`src/rtl/traffic_phase_scheduler.sv`:
```
// Two-approach intersection phase sequencer: NS/EW ring with an optional all-red
// pedestrian WALK phase. A single countdown timer times every phase; programmed N = N+1 cycles.
module traffic_phase_scheduler #(
   parameter int unsigned TW         = 3,
   parameter int unsigned DEF_GREEN  = 5,
   parameter int unsigned DEF_YELLOW = 1,
   parameter int unsigned DEF_CLEAR  = 0,
   parameter int unsigned DEF_WALK   = 3
) (
   input  logic          clk_i,
   input  logic          reset_ni,
   input  logic          cfg_load_i,
   input  logic [TW-1:0] green_time_i,
   input  logic [TW-1:0] yellow_time_i,
   input  logic [TW-1:0] clear_time_i,
   input  logic [TW-1:0] walk_time_i,
   input  logic          ped_req_i,
   input  logic          hold_i,
   output logic          ns_green_o,
   output logic          ns_yellow_o,
   output logic          ns_red_o,
   output logic          ew_green_o,
   output logic          ew_yellow_o,
   output logic          ew_red_o,
   output logic          walk_o,
   output logic          ped_pending_o,
   output logic          ped_ack_o,
   output logic [2:0]    phase_o,
   output logic          phase_start_o
);

   typedef enum logic [2:0] {
      StNsGreen  = 3'd0,
      StNsYellow = 3'd1,
      StClearA   = 3'd2,
      StEwGreen  = 3'd3,
      StEwYellow = 3'd4,
      StClearB   = 3'd5,
      StWalk     = 3'd6,
      StIllegal  = 3'd7
   } phase_e;

   phase_e        phase_q, phase_d;
   phase_e        ring_next;
   logic [TW-1:0] timer_q, timer_d;
   logic [TW-1:0] next_dur;
   logic [TW-1:0] cfg_green_q, cfg_yellow_q, cfg_clear_q, cfg_walk_q;
   logic          ret_ew_q, ret_ew_d;
   logic          ped_pending_q, ped_pending_d;
   logic          ped_ack_q, ped_ack_d;
   logic          phase_start_q, phase_start_d;
   logic          advance;
   logic          enter_walk;

   // Successor of the current phase in the ring; WALK is spliced in after either clearance.
   always_comb begin
      ring_next = StClearA;
      case (phase_q)
         StNsGreen:  ring_next = StNsYellow;
         StNsYellow: ring_next = StClearA;
         StClearA:   ring_next = ped_pending_q ? StWalk : StEwGreen;
         StEwGreen:  ring_next = StEwYellow;
         StEwYellow: ring_next = StClearB;
         StClearB:   ring_next = ped_pending_q ? StWalk : StNsGreen;
         StWalk:     ring_next = ret_ew_q ? StEwGreen : StNsGreen;
         default:    ring_next = StClearA;
      endcase
   end

   // Duration loaded on entry to the successor; uses the config already in force, so a
   // cfg_load on the transition edge only takes effect from the following phase.
   always_comb begin
      next_dur = cfg_green_q;
      case (ring_next)
         StNsGreen, StEwGreen:   next_dur = cfg_green_q;
         StNsYellow, StEwYellow: next_dur = cfg_yellow_q;
         StClearA, StClearB:     next_dur = cfg_clear_q;
         StWalk:                 next_dur = cfg_walk_q;
         default:                next_dur = cfg_clear_q;
      endcase
   end

   // Timer / phase next-state; illegal encoding recovers to CLEAR_A regardless of hold.
   always_comb begin
      phase_d       = phase_q;
      timer_d       = timer_q;
      ret_ew_d      = ret_ew_q;
      advance       = 1'b0;
      enter_walk    = 1'b0;
      ped_pending_d = ped_pending_q;

      if (phase_q == StIllegal) begin
         advance = 1'b1;
      end else if (!hold_i) begin
         if (timer_q == '0) begin
            advance = 1'b1;
         end else begin
            timer_d = timer_q - TW'(1);
         end
      end

      if (advance) begin
         phase_d = ring_next;
         timer_d = next_dur;
         if (ring_next == StWalk) begin
            enter_walk = 1'b1;
            ret_ew_d   = (phase_q == StClearA);
         end
      end

      // Entering WALK serves the request, including one arriving on that same edge.
      if (enter_walk) begin
         ped_pending_d = 1'b0;
      end else if (ped_req_i && (phase_q != StWalk)) begin
         ped_pending_d = 1'b1;
      end

      ped_ack_d     = enter_walk;
      phase_start_d = advance;
   end

   // Phase, timer and pedestrian state registers.
   always_ff @(posedge clk_i or negedge reset_ni) begin
      if (!reset_ni) begin
         phase_q       <= StNsGreen;
         timer_q       <= TW'(DEF_GREEN);
         ret_ew_q      <= 1'b0;
         ped_pending_q <= 1'b0;
         ped_ack_q     <= 1'b0;
         phase_start_q <= 1'b1;
      end else begin
         phase_q       <= phase_d;
         timer_q       <= timer_d;
         ret_ew_q      <= ret_ew_d;
         ped_pending_q <= ped_pending_d;
         ped_ack_q     <= ped_ack_d;
         phase_start_q <= phase_start_d;
      end
   end

   // Active timing configuration; never touches the running timer.
   always_ff @(posedge clk_i or negedge reset_ni) begin
      if (!reset_ni) begin
         cfg_green_q  <= TW'(DEF_GREEN);
         cfg_yellow_q <= TW'(DEF_YELLOW);
         cfg_clear_q  <= TW'(DEF_CLEAR);
         cfg_walk_q   <= TW'(DEF_WALK);
      end else if (cfg_load_i) begin
         cfg_green_q  <= green_time_i;
         cfg_yellow_q <= yellow_time_i;
         cfg_clear_q  <= clear_time_i;
         cfg_walk_q   <= walk_time_i;
      end
   end

   // Moore lamp decode; anything not explicitly green/yellow is red on both heads.
   always_comb begin
      ns_green_o  = 1'b0;
      ns_yellow_o = 1'b0;
      ns_red_o    = 1'b1;
      ew_green_o  = 1'b0;
      ew_yellow_o = 1'b0;
      ew_red_o    = 1'b1;
      walk_o      = 1'b0;
      case (phase_q)
         StNsGreen: begin
            ns_green_o = 1'b1;
            ns_red_o   = 1'b0;
         end
         StNsYellow: begin
            ns_yellow_o = 1'b1;
            ns_red_o    = 1'b0;
         end
         StEwGreen: begin
            ew_green_o = 1'b1;
            ew_red_o   = 1'b0;
         end
         StEwYellow: begin
            ew_yellow_o = 1'b1;
            ew_red_o    = 1'b0;
         end
         StWalk:  walk_o = 1'b1;
         default: ;
      endcase
   end

   assign phase_o       = phase_q;
   assign ped_pending_o = ped_pending_q;
   assign ped_ack_o     = ped_ack_q;
   assign phase_start_o = phase_start_q;

   // Conflicting greens must be impossible by construction.
   a_green_safe: assert property (@(posedge clk_i) disable iff (!reset_ni)
      !((ns_green_o && !ew_red_o) || (ew_green_o && !ns_red_o)));
   a_ns_onehot: assert property (@(posedge clk_i) disable iff (!reset_ni)
      $onehot({ns_green_o, ns_yellow_o, ns_red_o}));
   a_ew_onehot: assert property (@(posedge clk_i) disable iff (!reset_ni)
      $onehot({ew_green_o, ew_yellow_o, ew_red_o}));

endmodule

```
`config.mk`:
```
export PLATFORM = sky130hd
export DESIGN_NAME = traffic_phase_scheduler
export DESIGN_NICKNAME = d
export VERILOG_FILES = /design/src/rtl/traffic_phase_scheduler.sv
export SDC_FILE = /design/constraint.sdc
export NUM_CORES = 1
export LEC_CHECK = 0
export ABC_AREA = 1
export CORE_AREA = 3 3 69 58
export CTS_BUF_LIST = sky130_fd_sc_hd__clkbuf_16
export CTS_CLUSTER_DIAMETER = 30
export DETAILED_ROUTE_END_ITERATION = 8
export DIE_AREA = 0 0 72 61
export PLACE_DENSITY = 0.71
export REMOVE_ABC_BUFFERS = 1
export SYNTH_ARGS = -nofsm -noshare
export SYNTH_HDL_FRONTEND = slang
export SYNTH_SLANG_ARGS = --single-unit
```
`constraint.sdc`:
```
create_clock -name clk_i -period 1.92 [get_ports clk_i]
set_clock_uncertainty 0.05 [all_clocks]
set_input_delay 0.192 -clock clk_i [delete_from_list [all_inputs] [get_ports clk_i]]
set_output_delay 0.192 -clock clk_i [all_outputs]
set_load 0.005 [all_outputs]
```
==> impl_metrics.py <==
metrics = {
    "setup_path": {
        "critPathBufInv": 2,
        "worstSetupEndpointType": "primary output",
        "crit_chain": "nor2_2 -> nand2_1 -> o21ai_2 -> inv_2 -> clkdlybuf4s50_1",
        "critPathArrivalTime_ns": 1.58,
        "crit_path_max_fanout": 8,
        "critPathKind": "reg -> out",
        "cp_top_family": "buffers and inverters",
        "max_stage_delay_ns": 0.47,
        "start_kind": "flip-flop",
        "required_ns": 1.68,
        "crit_slowest_cell": "dfrtp_2",
    },
    "synth": {
        "synthCells": 135,
        "netlist_top_cells_area": "dfrtp_1 31%, dfstp_2 18%, nand2_1 10%",
        "ys_warn_count": 0,
        "synth.distinct_cells": 23,
        "ys_ff_latch": 22,
        "synth_seq_area_share_pct": 48.80,
        "synth_area_um2": 1149,
        "syn-mean-instance-area_um2": 8.508,
        "yosysTopAreaCell": "dfrtp_1",
        "synth_top_area_share_pct": 30.50,
    },
    "routing": {
        "wl_um": 2536,
        "drc": 0,
        "drt-initial-drc-count": 167,
        "ant_nets": 0,
        "drtPass1Iterations": 6,
        "routedWlPerCell_um": 12.08,
        "vias": 1044,
        "routed_via_density": 4.971,
    },
    "place": {
        "place_ws_ns": 0.1874,
        "port_buffers": 29,
        "placed_cells": 206,
        "gp_congestion": 0.8965,
        "place_area_um2": 1501,
        "dpl.hpwl_um": 1897,
    },
    "pwr": {
        "clock_power_share_pct": 21.0,
        "switchingPower_mw": 0.8157,
        "p_per_area_nw_per_um2": 1339,
        "internal-power_mw": 1.315,
        "seq_power_share_pct": 33.4,
        "p_leak_nw": 0.7148,
        "comb_power_share_pct": 45.5,
        "ir_drop_uv": 506.6,
        "switching_share_pct": 38.28,
    },
    "clock_tree": {
        "cts_buffers": 3,
        "clock_sinks": 22,
        "worstSkewPairLatency_ns": 0.26,
        "cts_tree": "done",
        "cts_setup_buffers": 0,
        "cts_root_buf": "clkbuf_16",
        "clk_pin_slew_worst_paths_ns": 0.06,
        "htree_levels": 1,
        "clockBufferDepth": 2,
    },
    "status": {
        "outcome": "finished, final reports clean",
    },
    "cells_and_area": {
        "fin_area_um2": 1592,
        "fin_util_pct": 46.82,
        "fin_cells": 210,
        "antennaDiodeCount": 0,
        "drive_above_1_share_pct": 23.81,
        "filler_cell_count": 312,
        "final-seq-area_um2": 564.3,
        "multi_input_area_um2": 515.5,
        "syn2layout_area_growth_pct": 38.56,
        "layout.nets": 188,
    },
    "min_path": {
        "min_path_type": "in -> async",
    },
    "global_route": {
        "antenna_found_initial": 0,
        "grt_max_degree": 23,
        "grt_pass1_wl_um": 4560,
        "track_usage_pct": 13.37,
        "grt_overflow": 0,
        "grt_pass1_vias": 1077,
    },
    "floorplan": {
        "rows": 19,
        "io_pins": 30,
        "initial_core_util_pct": 33.79,
        "dieArea_um2": 4392,
        "fp.dieW_um": 72,
        "core_um2": 3400,
        "die_y_um": 61,
    },
    "timing": {
        "drv_slew": 0,
        "slew_headroom_pct": 81.44,
        "fmax_mhz": 548.0,
        "min_period_ns": 1.825,
        "tightestPinTransition_ns": 0.2784,
        "hold_viol": 0,
        "worst_slack_ns": 0.09523,
        "setup_tns_ns": 0,
        "finalCritPeriodShare_pct": 95.04,
        "rsz0062_at_grt": "no",
        "setup_violations": 0,
    },
    "flow_run": {
        "max_cap_viol_count": 0,
    },
}
power groups by stage:
stage / logic [mW] / registers [mW] / clock network [mW]
6_report: 0.970 / 0.713 / 0.448
3_3_place_gp: 0.934 / 0.696 / 0
4_1_cts: 0.960 / 0.700 / 0.458
3_5_place_dp: 0.955 / 0.706 / 0
5_1_grt: 1.10 / 0.729 / 0.478
2_1_floorplan: 0.590 / 0.684 / 0
cell usage in the layout, fill, tap and decap left out, drive strengths merged, types with 4 or more instances in the layout:
cell / count
o21ai: 15
nand3: 6
nand4: 4
nor2: 12
nand2: 35
inv: 17
clkdlybuf4s50: 29
dfstp: 8
a21oi: 6
dfrtp: 14
mux2: 9
worst paths after layout:
| path | from | to | slack, ns | cells past startpoint |
|---|---|---|---|---|
| min in group clk_i | green_time_i[2] | cfg_green_q[2] | 0.42 | 3 |
| min | reset_ni | phase_o[0] | 0.23 | 2 |
| max | phase_o[1] | ew_red_o | 0.1 | 5 |
| max reg2reg | phase_o[2] | timer_q[1] | 0.25 | 11 |
| max in group asynchronous | reset_ni | cfg_green_q[0] | 1.30 | 2 |
| min reg2reg | timer_q[0] | timer_q[0] | 0.44 | 2 |
final cells by class:
cell class | count | area share (%)
Timing Repair Buffer | 32 | 19.65
Clock inverter | 1 | 0.2358
Inverter | 18 | 4.245
Sequential cell | 22 | 35.46
Tap cell | 42 | 3.302
Clock buffer | 3 | 4.717
Multi-Input combinational cell | 92 | 32.39
flip-flops by register name (all words and copies together), names as in the netlist:
name	count
phase_start_o	1
cfg_walk_q	3
ret_ew_q	1
ped_pending_o	1
ped_ack_o	1
cfg_clear_q	3
phase_o	3
cfg_green_q	3
cfg_yellow_q	3
timer_q	3
repair_timing:
action	in CTS	in global routing
endpoints found under the setup margin	1	5
gates resized for setup	1	4
hold buffers	0	0
gates cloned	0	0
endpoints found under the hold margin	0	0
stage by stage:
step | power [mW] | hold WS (ns)
2_1_floorplan | 1.273 | -0.1536
3_3_place_gp | 1.630 | 0.4167
3_5_place_dp | 1.661 | 0.4245
4_1_cts | 2.118 | 0.2519
5_1_grt | 2.310 | 0.2746
6_report | 2.131 | 0.2328
synthesized netlist by cell type:
master	instances
nor2_2	1
nand4_1	4
nor3_1	2
nand2_2	3
dfrtp_1	14
a21oi_1	4
inv_1	13
dfstp_2	8
nand2_1	32
nand3_1	5
mux2_2	9
clkbuf_1	2
inv_2	4
clkinv_1	1
o21ai_0	12
buf_2	1
nand3_2	1
a21oi_2	2
ha_1	2
or3b_1	1
nor2_1	11
o21ai_2	1
o21ai_1	2
cells by family (layout without fill, tap and decap cells):
logic type                 after synthesis  after routing  share of synthesized area, %
muxes                                    9              9                         8.824
DFF                                     22             22                         48.80
adders and majority gates                2              2                         2.178
buffers and inverters                   21             54                         6.971
and+or+nand+nor                         60             60                         23.09
AOI/OAI and AO/OA                       21             21                         10.13
metal layers:
metal / share of wire, % / vias to the layer above / GRT usage (%)
li1: - / 502 / -
met1: 44 / 485 / 15.68
met2: 45 / 49 / 21.86
met3: 9.3 / 8 / 5.464
met4: 1.5 / 0 / 5.898
met5: 0 / - / 0
Note: power is estimated with default switching activity, not from simulation.
